==> config.mk <==
export PLATFORM = sky130hd
export DESIGN_NAME = _piso_serializer_flat
export DESIGN_NICKNAME = d
export VERILOG_FILES = /design/src/rtl/_piso_serializer_pkg.sv /design/src/rtl/_piso_serializer_if.sv /design/src/rtl/_dff_r_sync_en.sv /design/src/rtl/_piso_serializer.sv /design/src/flat_wrapper.sv
export SDC_FILE = /design/constraint.sdc
export NUM_CORES = 1
export LEC_CHECK = 0
export BUFFER_PORTS_ARGS = -buffer_cell sky130_fd_sc_hd__clkbuf_2
export CAP_MARGIN = 40
export CORE_MARGIN = 10
export CORE_UTILIZATION = 50
export CTS_BUF_LIST = sky130_fd_sc_hd__clkbuf_2 sky130_fd_sc_hd__clkbuf_4 sky130_fd_sc_hd__clkbuf_8
export DETAILED_ROUTE_END_ITERATION = 10
export PLACE_DENSITY_LB_ADDON = 0.3
export SYNTH_ARGS = -nofsm -noshare
export SYNTH_HDL_FRONTEND = slang
export SYNTH_SLANG_ARGS = --single-unit
==> constraint.sdc <==
create_clock -name clk -period 1.5 [get_ports clk]
set_input_delay 0 -clock clk [delete_from_list [all_inputs] [get_ports clk]]
set_output_delay 0 -clock clk [all_outputs]
set_load 0.1 [all_outputs]
==> src/rtl/_piso_serializer_pkg.sv <==
// ============================================================================
// Module   : _piso_serializer_pkg
// Brief    : Shared state encoding for the PISO serializer controller.
// Revision : 1.0
// ============================================================================
`default_nettype none

package _piso_serializer_pkg;

  typedef logic [1:0] state_t;

  localparam state_t ST_IDLE  = 2'b00;
  localparam state_t ST_SHIFT = 2'b01;
  localparam state_t ST_DONE  = 2'b10;

endpackage

`default_nettype wire

==> src/rtl/_piso_serializer_if.sv <==
// ============================================================================
// Module   : _piso_serializer_if
// Brief    : Load handshake, bit-rate enable and serial output bundle.
// Revision : 1.0
// ============================================================================
`default_nettype none

interface _piso_serializer_if #(
  parameter int WIDTH = 8
);

  logic             load_valid;
  logic             load_ready;
  logic [WIDTH-1:0] d_in;
  logic             shift_en;
  logic             s_out;
  logic             s_valid;
  logic             done;

  modport master (
    output load_valid, d_in, shift_en,
    input  load_ready, s_out, s_valid, done
  );

  modport slave (
    input  load_valid, d_in, shift_en,
    output load_ready, s_out, s_valid, done
  );

endinterface

`default_nettype wire

==> src/rtl/_dff_r_sync_en.sv <==
// ============================================================================
// Module   : _dff_r_sync_en
// Brief    : 1-bit DFF, synchronous active-high reset, enable, 2:1 D mux.
// Revision : 1.0
// ============================================================================
`default_nettype none

module _dff_r_sync_en (
  input  wire logic clk,
  input  wire logic rst,
  input  wire logic i_en,
  input  wire logic i_sel,
  input  wire logic i_d0,
  input  wire logic i_d1,
  output logic      o_q
);

  logic r_q;

  always_ff @(posedge clk) begin
    if (rst) begin
      r_q <= 1'b0;
    end else if (i_en) begin
      r_q <= i_sel ? i_d1 : i_d0;
    end
  end

  assign o_q = r_q;

endmodule

`default_nettype wire

==> src/rtl/_piso_serializer.sv <==
// ============================================================================
// Module   : _piso_serializer
// Brief    : Parallel-in/serial-out stage; PISO_LSB_FIRST_EN selects LSB-first.
// Revision : 1.0
// ============================================================================
`default_nettype none

module _piso_serializer #(
  parameter int WIDTH = 8
) (
  input  wire logic          clk,
  input  wire logic          reset,
  _piso_serializer_if.slave  bus
);

  import _piso_serializer_pkg::*;

  localparam int            CNT_W      = $clog2(WIDTH);
  localparam logic [CNT_W-1:0] C_CNT_INIT = CNT_W'(WIDTH - 1);

  state_t           r_state;
  state_t           w_state_nxt;
  logic [CNT_W-1:0] r_cnt;
  logic [WIDTH-1:0] w_sr;
  logic [WIDTH-1:0] w_shift_in;
  logic             w_out_bit;
  logic             w_accept;
  logic             w_last;
  logic             w_advance;
  logic             w_sr_en;
  logic             w_load_ready;
  logic             w_s_valid;
  logic             w_s_out;
  logic             w_done;

  assign w_accept  = (r_state == ST_IDLE) && bus.load_valid;
  assign w_last    = (r_cnt == '0);
  assign w_advance = (r_state == ST_SHIFT) && bus.shift_en && !w_last;
  assign w_sr_en   = w_accept || w_advance;

`ifdef PISO_LSB_FIRST_EN
  assign w_shift_in = {1'b0, w_sr[WIDTH-1:1]};
  assign w_out_bit  = w_sr[0];
`else
  assign w_shift_in = {w_sr[WIDTH-2:0], 1'b0};
  assign w_out_bit  = w_sr[WIDTH-1];
`endif

  // Each stage loads its d_in bit on accept, otherwise takes its neighbour.
  for (genvar i = 0; i < WIDTH; i++) begin : g_sr_bit
    _dff_r_sync_en u_dff (
      .clk   (clk),
      .rst   (reset),
      .i_en  (w_sr_en),
      .i_sel (w_accept),
      .i_d0  (w_shift_in[i]),
      .i_d1  (bus.d_in[i]),
      .o_q   (w_sr[i])
    );
  end

  always_ff @(posedge clk) begin
    if (reset) begin
      r_state <= ST_IDLE;
    end else begin
      r_state <= w_state_nxt;
    end
  end

  always_comb begin
    w_state_nxt = r_state;
    case (r_state)
      ST_IDLE:  if (w_accept) w_state_nxt = ST_SHIFT;
      ST_SHIFT: if (bus.shift_en && w_last) w_state_nxt = ST_DONE;
      ST_DONE:  w_state_nxt = ST_IDLE;
      default:  w_state_nxt = ST_IDLE;
    endcase
  end

  // Outputs decode registered state only, so no input-to-output path exists.
  always_comb begin
    w_load_ready = 1'b0;
    w_s_valid    = 1'b0;
    w_s_out      = 1'b0;
    w_done       = 1'b0;
    case (r_state)
      ST_IDLE:  w_load_ready = 1'b1;
      ST_SHIFT: begin
        w_s_valid = 1'b1;
        w_s_out   = w_out_bit;
      end
      ST_DONE:  w_done = 1'b1;
      default:  w_load_ready = 1'b0;
    endcase
  end

  always_ff @(posedge clk) begin
    if (reset) begin
      r_cnt <= '0;
    end else if (w_accept) begin
      r_cnt <= C_CNT_INIT;
    end else if (w_advance) begin
      r_cnt <= r_cnt - 1'b1;
    end
  end

  assign bus.load_ready = w_load_ready;
  assign bus.s_valid    = w_s_valid;
  assign bus.s_out      = w_s_out;
  assign bus.done       = w_done;

endmodule

`default_nettype wire

==> src/flat_wrapper.sv <==
// flat-port wrapper written by rule: the top's interface ports become plain ports
module _piso_serializer_flat import _piso_serializer_pkg::*;
#(
  parameter int WIDTH = 8
)
  (clk, reset, bus_load_valid, bus_d_in, bus_shift_en, bus_load_ready, bus_s_out, bus_s_valid, bus_done);
  _piso_serializer_if #(.WIDTH(WIDTH)) bus_i ();
  input  wire logic clk;
  input  wire logic reset;
  input wire logic [$bits(bus_i.load_valid)-1:0] bus_load_valid;
  input wire logic [$bits(bus_i.d_in)-1:0] bus_d_in;
  input wire logic [$bits(bus_i.shift_en)-1:0] bus_shift_en;
  output wire logic [$bits(bus_i.load_ready)-1:0] bus_load_ready;
  output wire logic [$bits(bus_i.s_out)-1:0] bus_s_out;
  output wire logic [$bits(bus_i.s_valid)-1:0] bus_s_valid;
  output wire logic [$bits(bus_i.done)-1:0] bus_done;
  assign bus_i.load_valid = bus_load_valid;
  assign bus_i.d_in = bus_d_in;
  assign bus_i.shift_en = bus_shift_en;
  assign bus_load_ready = bus_i.load_ready;
  assign bus_s_out = bus_i.s_out;
  assign bus_s_valid = bus_i.s_valid;
  assign bus_done = bus_i.done;
  _piso_serializer #(.WIDTH(WIDTH)) u_core (.clk(clk), .reset(reset), .bus(bus_i));
endmodule
==> metrics <==
clock root cell clkbuf_4; Netlist cell types 34; CP Data Arrival Time 1430 ps; Post-DRT Antenna Nets 0; gp weighted congestion 0.850; syn nets 91; First-pass DRT Iterations 4; final core occ 68.1%; Die H 58.4 µm; full die area 3410 µm²; Mapped Area 738 µm²; Pins Over Slew Limit 0; crit end category output pin; leading register cell type out of synthesis dfxtp_1; Final min period 1430 ps; initial detailed-routing violation count 14; per-cell routed wire length 15.8 µm; first-pass GRT wire length 3010 µm; Clk pin slew, worst setup/hold paths 90 ps; PD cells 1060 nW/µm²; htree depth 1; CTS buffer count 3; commonest cells after routing, fill and taps aside nor2_1 (14), clkbuf_2 (13), dfxtp_1 (12); Setup crit start kind flip-flop; YS warnings 0; Initial Util 54.7%; status finished, final reports clean; Required @ worst endpoint 1500 ps; grt ovf 0; Global Route Usage Sum 11.2%; async set or reset register ratio after synthesis 0%; register area share after synthesis 35.3%; syn_area_per_cell 9.59 µm²; Yosys top cell by area dfxtp_1; Via Count 657; DP Worst Slack 3.02 ps; diodes inserted 0; drc violations 0; period utilization 95.1%; Yosys top cell area share 35.3%; R2R Path Start u_core.r_cnt[0]; count of final setup violators 0; Placed Area 853 µm²; design area 920 µm²; fmax 701 MHz; WHS 8.05 ps; Port Buffers 15; Hold Vio Cnt, Final 0; Final #Nets 111; vias in the first global route 645; Post-synth EDFFs 0; # rows 13; worst slew pin tran 547 ps; #FFs+latches synth 13; r2r worst-path depth 6; most common cell after layout, fill and taps aside nor2_1; share of layout cells above drive strength 1 45.8%; clock skew 9.24 ps; final WL 1750 µm; min-delay worst type primary input to flip-flop; Syn Inst Count 77; Clock Sink Count 13; setup bufs post-CTS 0; Die X-Extent 58.4 µm; cell leakage power 0.363 nW; RSZ-0062 raised after global routing no; CP startpoint u_core.r_state[1]; Final Power 0.977 mW; worst setup margin 74.2 ps; HPWL Detailed 1250 µm; vias per inst 5.92; r2r setup slk 90 ps; core area 1350 µm²; Ports 16; max cap viols 0; initial antenna violation count 0; Setup crit end bus_s_out; CTS tree built; clock buffer depth 2; Area contributors post-synth dfxtp_1 (35%), a2111oi_2 (12%), nor2_1 (7.6%); VDD IR max 681 µV; slew margin rel. 63.7%; Finished Layout Cells 111; CP Class flip-flop to output pin; worst-path maximum fanout 8; TNS Setup 0 ps; dpl cells 105; pin count of the biggest net entering global routing 14; Area Overhead vs Synth 24.6%; Worst-Skew Late Latency 290 ps; Worst R2R End u_core.g_sr_bit[6].u_dff.o_q
==> per-layer routing <==
| layer | vias to the layer above | GRT usage [%] | part of all wire, % |
|---|---|---|---|
| li1 | 329 | - | - |
| met1 | 310 | 11.7 | 44 |
| met2 | 14 | 17.6 | 47 |
| met3 | 4 | 6.87 | 7.7 |
| met4 | 0 | 5.03 | 2.0 |
| met5 | - | 0 | 0 |
==> synth_stat cells (all sizes together), types with 2 or more instances <==
master / n
nor3: 2
nor2: 15
nand2b: 2
a41oi: 2
ha: 2
dfxtp: 13
a21oi: 3
inv: 4
nor4: 6
a2111oi: 6
buf: 5
==> worst min path at each step <==
stage | end | from | slack, ps | cells after the start
detailed placement | u_core.g_sr_bit[0].u_dff.o_q | bus_d_in[0] | 230 | 3
finish | u_core.g_sr_bit[1].u_dff.o_q | bus_d_in[1] | 8 | 3
global route | u_core.g_sr_bit[4].u_dff.o_q | bus_d_in[4] | 30 | 3
global placement | u_core.g_sr_bit[0].u_dff.o_q | bus_d_in[0] | 220 | 3
CTS | u_core.g_sr_bit[1].u_dff.o_q | bus_d_in[1] | 7 | 3
floorplan | u_core.g_sr_bit[1].u_dff.o_q | reset | 70 | 1
==> final cells by class <==
cell class / count / area, µm²
Multi-Input combinational cell: 54 / 449
Fill cell: 118 / 430
Sequential cell: 13 / 262
Timing Repair Buffer: 20 / 143
Clock buffer: 3 / 22.5
Inverter: 5 / 20.0
Tap cell: 15 / 18.8
Clock inverter: 1 / 5.00
==> report_power, final <==
group,internal (mW),leakage (nW),switching (mW)
clock,0.0992,0.0177,0.130
combinational,0.134,0.237,0.203
sequential,0.383,0.108,0.0286
==> flip-flops by register name, indices dropped and copies added, names as in the netlist <==
register / count
u_core.r_cnt: 3
u_core.r_state: 2
u_core.g_sr_bit.u_dff.o_q: 8
==> repair_timing <==
item | 4_1_cts | 5_1_grt
gates resized for setup | 2 | 6
endpoints found under the setup margin | 1 | 7
hold buffers | 1 | 0
pin swaps | 0 | 1
cloned | 0 | 1
hold endpoints to repair | 1 | 0
==> critical path: stages (launching register included) <==
cell      delay, ps
dfxtp_1         400
nand2b_2        170
clkinv_2        150
and2_2          260
buf_12          160
==> kinds of logic after synthesis <==
logic type / synth area share [%]
AOI/OAI and AO/OA: 26.8
adders and majority gates: 3.39
buffers and inverters: 7.45
DFF: 35.3
and+or+nand+nor: 27.1
No activity file was read; power rests on OpenSTA's default activity.
